**src/rtl/enemy_attack_scheduler.sv**
```systemverilog
`default_nettype none
// ============================================================================
//  Module   : enemy_attack_scheduler
//  Purpose  : Picks which formation ship leaves to dive at the player. One
//             launch attempt every ATTACK_INTERVAL frames, round-robin slot
//             choice, at most MAX_ACTIVE ships diving at once.
//  Revision : 1.0  initial release
// ============================================================================
module enemy_attack_scheduler #(
    parameter int NUM_SLOTS       = 18,
    parameter int MAX_ACTIVE      = 2,
    parameter int ATTACK_INTERVAL = 90
) (
    input  logic                 Clk,
    input  logic                 Reset,
    input  logic                 frame_clk,
    input  logic                 play,
    input  logic                 done,
    input  logic [NUM_SLOTS-1:0] alive,
    input  logic [NUM_SLOTS-1:0] dive_ack,
    input  logic [NUM_SLOTS-1:0] dive_done,
    output logic [NUM_SLOTS-1:0] dive_req,
    output logic [NUM_SLOTS-1:0] attacking,
    output logic [1:0]           active_cnt,
    output logic                 busy
);

    // ------------------------------------------------------------------------
    // Derived widths and constants
    // ------------------------------------------------------------------------
    localparam int c_IDX_W   = (NUM_SLOTS > 1) ? $clog2(NUM_SLOTS) : 1;
    localparam int c_POP_W   = $clog2(NUM_SLOTS + 1);
    localparam int c_TIMER_W = (ATTACK_INTERVAL > 1) ? $clog2(ATTACK_INTERVAL) : 1;

    localparam logic [c_TIMER_W-1:0] c_RELOAD   = c_TIMER_W'(ATTACK_INTERVAL - 1);
    localparam logic [c_IDX_W-1:0]   c_LAST_IDX = c_IDX_W'(NUM_SLOTS - 1);
    localparam logic [c_POP_W-1:0]   c_MAX_ACT  = c_POP_W'(MAX_ACTIVE);
    localparam logic [NUM_SLOTS-1:0] c_ONE      = NUM_SLOTS'(1);

    typedef enum logic [1:0] {
        S_IDLE    = 2'd0,
        S_WAIT    = 2'd1,
        S_SELECT  = 2'd2,
        S_REQUEST = 2'd3
    } state_t;

    // ------------------------------------------------------------------------
    // Registers
    // ------------------------------------------------------------------------
    state_t                 r_state;
    logic [c_TIMER_W-1:0]   r_timer;
    logic [c_IDX_W-1:0]     r_rr_ptr;
    logic [c_IDX_W-1:0]     r_scan_idx;
    logic [c_IDX_W-1:0]     r_scan_cnt;
    logic [c_IDX_W-1:0]     r_sel;
    logic [NUM_SLOTS-1:0]   r_dive_req;
    logic [NUM_SLOTS-1:0]   r_attacking;
    logic [1:0]             r_active_cnt;

    logic                   r_fc_meta;
    logic                   r_fc_sync;
    logic                   r_fc_prev;

    // ------------------------------------------------------------------------
    // Next-state wires
    // ------------------------------------------------------------------------
    state_t                 w_state_nxt;
    logic [c_TIMER_W-1:0]   w_timer_nxt;
    logic [c_IDX_W-1:0]     w_rr_ptr_nxt;
    logic [c_IDX_W-1:0]     w_scan_idx_nxt;
    logic [c_IDX_W-1:0]     w_scan_cnt_nxt;
    logic [c_IDX_W-1:0]     w_sel_nxt;
    logic [NUM_SLOTS-1:0]   w_dive_req_nxt;
    logic [NUM_SLOTS-1:0]   w_attacking_nxt;
    logic [NUM_SLOTS-1:0]   w_set_mask;
    logic [1:0]             w_active_cnt_nxt;

    logic                   w_tick;
    logic                   w_abort;
    logic                   w_eligible;
    logic [c_POP_W-1:0]     w_attack_cnt;
    logic [NUM_SLOTS-1:0]   w_sel_onehot;
    logic [c_IDX_W-1:0]     w_scan_inc;
    logic [c_IDX_W-1:0]     w_rr_inc;

    // Bring the asynchronous frame strobe into the Clk domain and keep its previous value
    always_ff @(posedge Clk or negedge Reset) begin
        if (!Reset) begin
            r_fc_meta <= 1'b0;
            r_fc_sync <= 1'b0;
            r_fc_prev <= 1'b0;
        end else begin
            r_fc_meta <= frame_clk;
            r_fc_sync <= r_fc_meta;
            r_fc_prev <= r_fc_sync;
        end
    end

    // One Clk-wide pulse per frame, on the synchronised rising edge
    assign w_tick = r_fc_sync & ~r_fc_prev;

    // Leaving the play state, or the round ending, wins over everything else
    assign w_abort = ~play | done;

    // Slot under the scan pointer can be launched only if alive and not already diving
    assign w_eligible = alive[r_scan_idx] & ~r_attacking[r_scan_idx];

    assign w_sel_onehot = c_ONE << r_sel;
    assign w_scan_inc   = (r_scan_idx == c_LAST_IDX) ? '0 : r_scan_idx + 1'b1;
    assign w_rr_inc     = (r_rr_ptr   == c_LAST_IDX) ? '0 : r_rr_ptr   + 1'b1;

    // Count ships currently diving; the cap check uses the live count so a
    // freshly cleared slot is seen on the very next cycle
    always_comb begin
        w_attack_cnt = '0;
        for (int i = 0; i < NUM_SLOTS; i++) begin
            w_attack_cnt = w_attack_cnt + c_POP_W'(r_attacking[i]);
        end
    end

    // Next-state, timer, scan and request decisions
    always_comb begin
        w_state_nxt    = r_state;
        w_timer_nxt    = r_timer;
        w_rr_ptr_nxt   = r_rr_ptr;
        w_scan_idx_nxt = r_scan_idx;
        w_scan_cnt_nxt = r_scan_cnt;
        w_sel_nxt      = r_sel;
        w_dive_req_nxt = r_dive_req;
        w_set_mask     = '0;

        if (w_abort) begin
            w_state_nxt    = S_IDLE;
            w_dive_req_nxt = '0;
        end else begin
            case (r_state)
                S_IDLE: begin
                    w_state_nxt = S_WAIT;
                    w_timer_nxt = c_RELOAD;
                end

                S_WAIT: begin
                    if ((r_timer == '0) && (w_attack_cnt < c_MAX_ACT)) begin
                        w_state_nxt    = S_SELECT;
                        w_scan_idx_nxt = w_rr_inc;
                        w_scan_cnt_nxt = '0;
                    end else if (w_tick && (r_timer != '0)) begin
                        w_timer_nxt = r_timer - 1'b1;
                    end
                end

                S_SELECT: begin
                    if (w_eligible) begin
                        w_sel_nxt   = r_scan_idx;
                        w_state_nxt = S_REQUEST;
                    end else if (r_scan_cnt == c_LAST_IDX) begin
                        // Whole ring scanned with nothing to launch: try again next interval
                        w_timer_nxt = c_RELOAD;
                        w_state_nxt = S_WAIT;
                    end else begin
                        w_scan_idx_nxt = w_scan_inc;
                        w_scan_cnt_nxt = r_scan_cnt + 1'b1;
                    end
                end

                S_REQUEST: begin
                    if (!alive[r_sel]) begin
                        // Ship was shot before it could leave formation: drop the request
                        w_dive_req_nxt = '0;
                        w_timer_nxt    = c_RELOAD;
                        w_state_nxt    = S_WAIT;
                    end else if ((r_dive_req != '0) && dive_ack[r_sel]) begin
                        w_dive_req_nxt = '0;
                        w_set_mask     = w_sel_onehot;
                        w_rr_ptr_nxt   = r_sel;
                        w_timer_nxt    = c_RELOAD;
                        w_state_nxt    = S_WAIT;
                    end else begin
                        w_dive_req_nxt = w_sel_onehot;
                    end
                end

                default: begin
                    w_state_nxt    = S_IDLE;
                    w_dive_req_nxt = '0;
                end
            endcase
        end
    end

    // Diver bookkeeping: returns and kills clear bits, an acknowledged launch sets one
    always_comb begin
        w_attacking_nxt  = r_attacking;
        w_active_cnt_nxt = (w_attack_cnt > c_POP_W'(3)) ? 2'd3 : w_attack_cnt[1:0];
        if (w_abort) begin
            w_attacking_nxt  = '0;
            w_active_cnt_nxt = 2'd0;
        end else if (r_state != S_IDLE) begin
            w_attacking_nxt = (r_attacking & ~(dive_done | ~alive)) | w_set_mask;
        end
    end

    // State and datapath registers
    always_ff @(posedge Clk or negedge Reset) begin
        if (!Reset) begin
            r_state      <= S_IDLE;
            r_timer      <= '0;
            r_rr_ptr     <= c_LAST_IDX;
            r_scan_idx   <= '0;
            r_scan_cnt   <= '0;
            r_sel        <= '0;
            r_dive_req   <= '0;
            r_attacking  <= '0;
            r_active_cnt <= 2'd0;
        end else begin
            r_state      <= w_state_nxt;
            r_timer      <= w_timer_nxt;
            r_rr_ptr     <= w_rr_ptr_nxt;
            r_scan_idx   <= w_scan_idx_nxt;
            r_scan_cnt   <= w_scan_cnt_nxt;
            r_sel        <= w_sel_nxt;
            r_dive_req   <= w_dive_req_nxt;
            r_attacking  <= w_attacking_nxt;
            r_active_cnt <= w_active_cnt_nxt;
        end
    end

    assign dive_req   = r_dive_req;
    assign attacking  = r_attacking;
    assign active_cnt = r_active_cnt;
    assign busy       = (r_state == S_SELECT) || (r_state == S_REQUEST);

endmodule
`default_nettype wire
```
**config.mk**
```make
export PLATFORM = sky130hd
export DESIGN_NAME = enemy_attack_scheduler
export DESIGN_NICKNAME = d
export VERILOG_FILES = /design/src/rtl/enemy_attack_scheduler.sv
export SDC_FILE = /design/constraint.sdc
export NUM_CORES = 1
export LEC_CHECK = 0
export CORE_ASPECT_RATIO = 0.7
export CORE_MARGIN = 8
export CORE_UTILIZATION = 30
export CTS_CLUSTER_SIZE = 25
export DETAILED_ROUTE_END_ITERATION = 12
export SETUP_SLACK_MARGIN = 0.1
export SKIP_CTS_REPAIR_TIMING = 1
export SLEW_MARGIN = 20
export SYNTH_ARGS = -nofsm -noshare
export SYNTH_HDL_FRONTEND = slang
export SYNTH_SLANG_ARGS = --single-unit
```
**constraint.sdc**
```tcl
create_clock -name Clk -period 7.28 [get_ports Clk]
set_input_delay 1.456 -clock Clk [delete_from_list [all_inputs] [get_ports Clk]]
set_output_delay 1.456 -clock Clk [all_outputs]
set_load 0.01 [all_outputs]
```
==> flow_metrics.py <==
metrics = {
    "synthesis": {
        "synth_enable_flop_cells": 0,
        "synth.net_count": 544,
        "yosysUniqueCellTypes": 57,
        "async_reset_ff_frac": 1.00,
        "synth_area_per_cell_um2": 9.86,
        "synth.area.top_cells": "dfrtp_1 (38%), fa_1 (5.4%), ha_1 (5.3%)",
        "synthDominantCellAreaShare": 0.380,
        "yosysTopAreaCell": "dfrtp_1",
        "ys.warnings.count": 0,
        "synth-seq-area-share": 0.392,
        "synth_cells": 454,
        "yosys_register_bits": 70,
        "postSynth.topFlopCell": "dfrtp_1",
        "netlist_area_before_placement_um2": 4470,
    },
    "timing": {
        "setup_violations": 0,
        "min_period_over_period": 0.813,
        "final_number_of_hold_violating_endpoints": 0,
        "setup-tns-final_ns": 0,
        "timing.max_slew.rel_slack": 0.302,
        "pins_over_slew_limit": 0,
        "setup_slack_ns": 1.36,
        "tightest_slew_ns": 1.05,
        "min_period_ns": 5.92,
        "max_freq_mhz": 169,
        "skew_ns": 0.00715,
        "rsz_0062_raised_after_global_routing": "false",
    },
    "worst_setup_path": {
        "critPathLaunchType": "flop",
        "critical_path_peak_fanout": 12,
        "origin_of_the_critical_flop_to_flop_path": "attacking[0]$_DFFE_PN0P_",
        "critical_path_required_ns": 7.51,
        "critical_path_arrival_ns": 6.14,
        "reg2reg_depth": 18,
        "reg2reg_to": "r_scan_idx[2]$_DFFE_PN0P_",
        "setup.worst_path.end_class": "flop",
        "critPathKind": "reg -> reg",
        "ff2ff_setup_slack_ns": 1.36,
    },
    "place": {
        "place_worst_setup_slack_ns": 1.52,
        "io_buffers": 97,
        "hpwl_detailed_mm": 11.0,
        "post_dp_cell_area_um2": 5610,
        "globalplace.congestion": 0.885,
    },
    "detailed_routing": {
        "totalWireLength_mm": 14.5,
        "drt_iter0_drc": 344,
        "dr_total_vias": 3923,
        "drt-pass1-iter-count": 6,
        "route.detailed.vias_per_inst": 5.26,
        "remaining_drc_errors": 0,
        "ant_nets": 0,
        "detail_routed_net_length_per_standard_cell_um": 19.5,
    },
    "cts": {
        "clockBufferDepth": 2,
        "cts_htree_levels": 3,
        "cts_made_buffers": 9,
        "cts_tree": "yes",
        "cts.clk_slew.worst_paths_ns": 0.06,
        "worstSkewPairLatency_ns": 0.34,
        "cts.sinks": 70,
        "cts_root_buf": "clkbuf_16",
    },
    "layout": {
        "post-route-util": 0.404,
        "insertedDiodeCount": 0,
        "filler_cell_count": 1457,
        "layout-drive-gt1-share": 0.102,
        "layout.nets": 636,
        "areaGrowthSynthToFinish_pct": 31.9,
        "finalInstanceArea_um2": 5900,
    },
    "global_routing": {
        "grt_start_max_net_pins": 71,
        "grt_first_pass_wirelength_mm": 23.4,
        "grt_pass1_vias": 4105,
        "grt_antenna_before_repair": 0,
        "grt.overflow.total": 0,
        "grtUsageTotal": 0.154,
    },
    "hold_path": {
        "min_path_type": "reg -> reg",
        "min-delay-start": "r_fc_meta$_DFF_PN0_",
        "min_path_cells": 0,
        "min_to": "r_fc_sync$_DFF_PN0_",
    },
    "die": {
        "die_area_um2": 19100,
        "die_y_um": 118,
        "rows": 37,
        "start_util": 0.306,
        "dieWidth_um": 162,
        "coreArea_um2": 14600,
        "pin_count": 98,
    },
    "job": {
        "maxCapViolations": 0,
    },
    "pwr": {
        "power_density_nw_per_um2": 164,
        "total_power_mw": 0.968,
        "leak_pwr_nw": 2.52,
        "vdd_ir_drop_max_v": 0.000111,
    },
    "status": {
        "outcome": "finished clean",
    },
}
registers in the layout, indices dropped and copies added (netlist names):
name and count:
dive_req 18, r_state 2, r_fc_prev 1, attacking 18, active_cnt 2, r_timer 7, r_fc_meta 1, r_scan_idx 5
r_fc_sync 1, r_scan_cnt 5, r_sel 5, r_rr_ptr 5
cells by family (layout without fill, tap and decap cells):
group	count (synthesis)	after routing	synth area share
buffers and inverters	65	162	0.0593
AOI/OAI and AO/OA	101	101	0.154
xor gates and xnor gates	4	4	0.00783
adders and majority gates	31	31	0.107
DFF	70	70	0.392
muxes	29	29	0.0934
and+or+nand+nor	154	154	0.186
layout by cell type, fill, tap and decap left out, types with 3 or more instances in the layout:
cell type,n
nor3b_1,5
nand4_1,3
nand2_1,48
ha_1,19
or3_4,4
nor2_1,21
o211ai_1,3
a31oi_1,3
and2_1,4
o41ai_1,3
o32ai_1,13
o22ai_1,7
clkbuf_16,9
mux2i_1,8
nor4_1,6
nand2b_1,8
mux4_2,9
mux2_2,12
or4_1,4
a21oi_1,22
o21ai_0,28
and3b_1,4
nand3_1,12
clkdlybuf4s50_1,96
dfrtp_1,68
nand3b_1,4
or3_1,4
xor2_1,3
nor3_1,4
inv_1,47
nor2b_1,14
fa_1,12
a22o_1,5
synthesized netlist by cell type, types with 8 or more instances:
master	n
dfrtp_1	68
nand2_1	48
inv_1	47
o21ai_0	28
a21oi_1	22
nor2_1	21
ha_1	19
nor2b_1	15
o32ai_1	13
fa_1	12
mux2_2	12
nand3_1	12
clkbuf_1	10
mux4_2	9
mux2i_1	8
nand2b_1	8
where the power goes:
part	switching [mW]	leakage (nW)	internal, mW
logic	0.0606	1.44	0.0628
clock network	0.191	0.140	0.239
registers	0.0186	0.938	0.396
total	0.270	2.52	0.698
area by class of cell:
cell class / instances / area, um^2 / share of cell area
Clock buffer: 9 / 225 / 0.0382
Clock inverter: 7 / 65.1 / 0.0110
Inverter: 47 / 176 / 0.0299
Multi-Input combinational cell: 319 / 2460 / 0.416
Sequential cell: 70 / 1750 / 0.297
Tap cell: 195 / 244 / 0.0413
Timing Repair Buffer: 99 / 981 / 0.166
per-stage QoR:
step	std cells	hold WS [ns]
6_report	746	0.352
3_3_place_gp	730	0.335
2_1_floorplan	454	0.331
3_5_place_dp	730	0.341
5_1_grt	746	0.365
4_1_cts	746	0.355
worst max-delay path by stage:
stage                                endpoint  slack, ns                      from
finish              r_scan_idx[2]$_DFFE_PN0P_       1.36  attacking[0]$_DFFE_PN0P_
global route        r_scan_idx[2]$_DFFE_PN0P_       0.95  attacking[0]$_DFFE_PN0P_
CTS                 r_scan_idx[2]$_DFFE_PN0P_       1.47  attacking[0]$_DFFE_PN0P_
detailed placement  r_scan_idx[2]$_DFFE_PN0P_       1.52  attacking[0]$_DFFE_PN0P_
global placement    r_scan_idx[2]$_DFFE_PN0P_       1.70  attacking[0]$_DFFE_PN0P_
floorplan           r_scan_cnt[3]$_DFFE_PN0P_       2.20  attacking[0]$_DFFE_PN0P_
routing by layer:
layer,track usage,wire length [um],vias to the layer above,share of wire
met2,0.227,6220,162,0.43
met1,0.214,6840,1951,0.47
met4,0.0294,98,0,0.0067
li1,-,-,1801,-
met3,0.0531,1380,9,0.095
met5,0,0,-,0
worst max-delay path, cell delays in order (launching register included):
cell and delay, ns:
dfrtp_1 0.37, inv_1 0.09, fa_1 0.54, inv_1 0.06, fa_1 0.48, fa_1 0.53
inv_1 0.05, fa_1 0.45, fa_1 0.49, inv_1 0.04, ha_1 0.20, fa_1 0.39
nor2_1 0.12, a21oi_1 0.06, o41ai_1 0.60, nand3_1 0.25, nor2_1 0.61, o21ai_0 0.20
a22o_1 0.27
(Power assumes the default switching activity.)
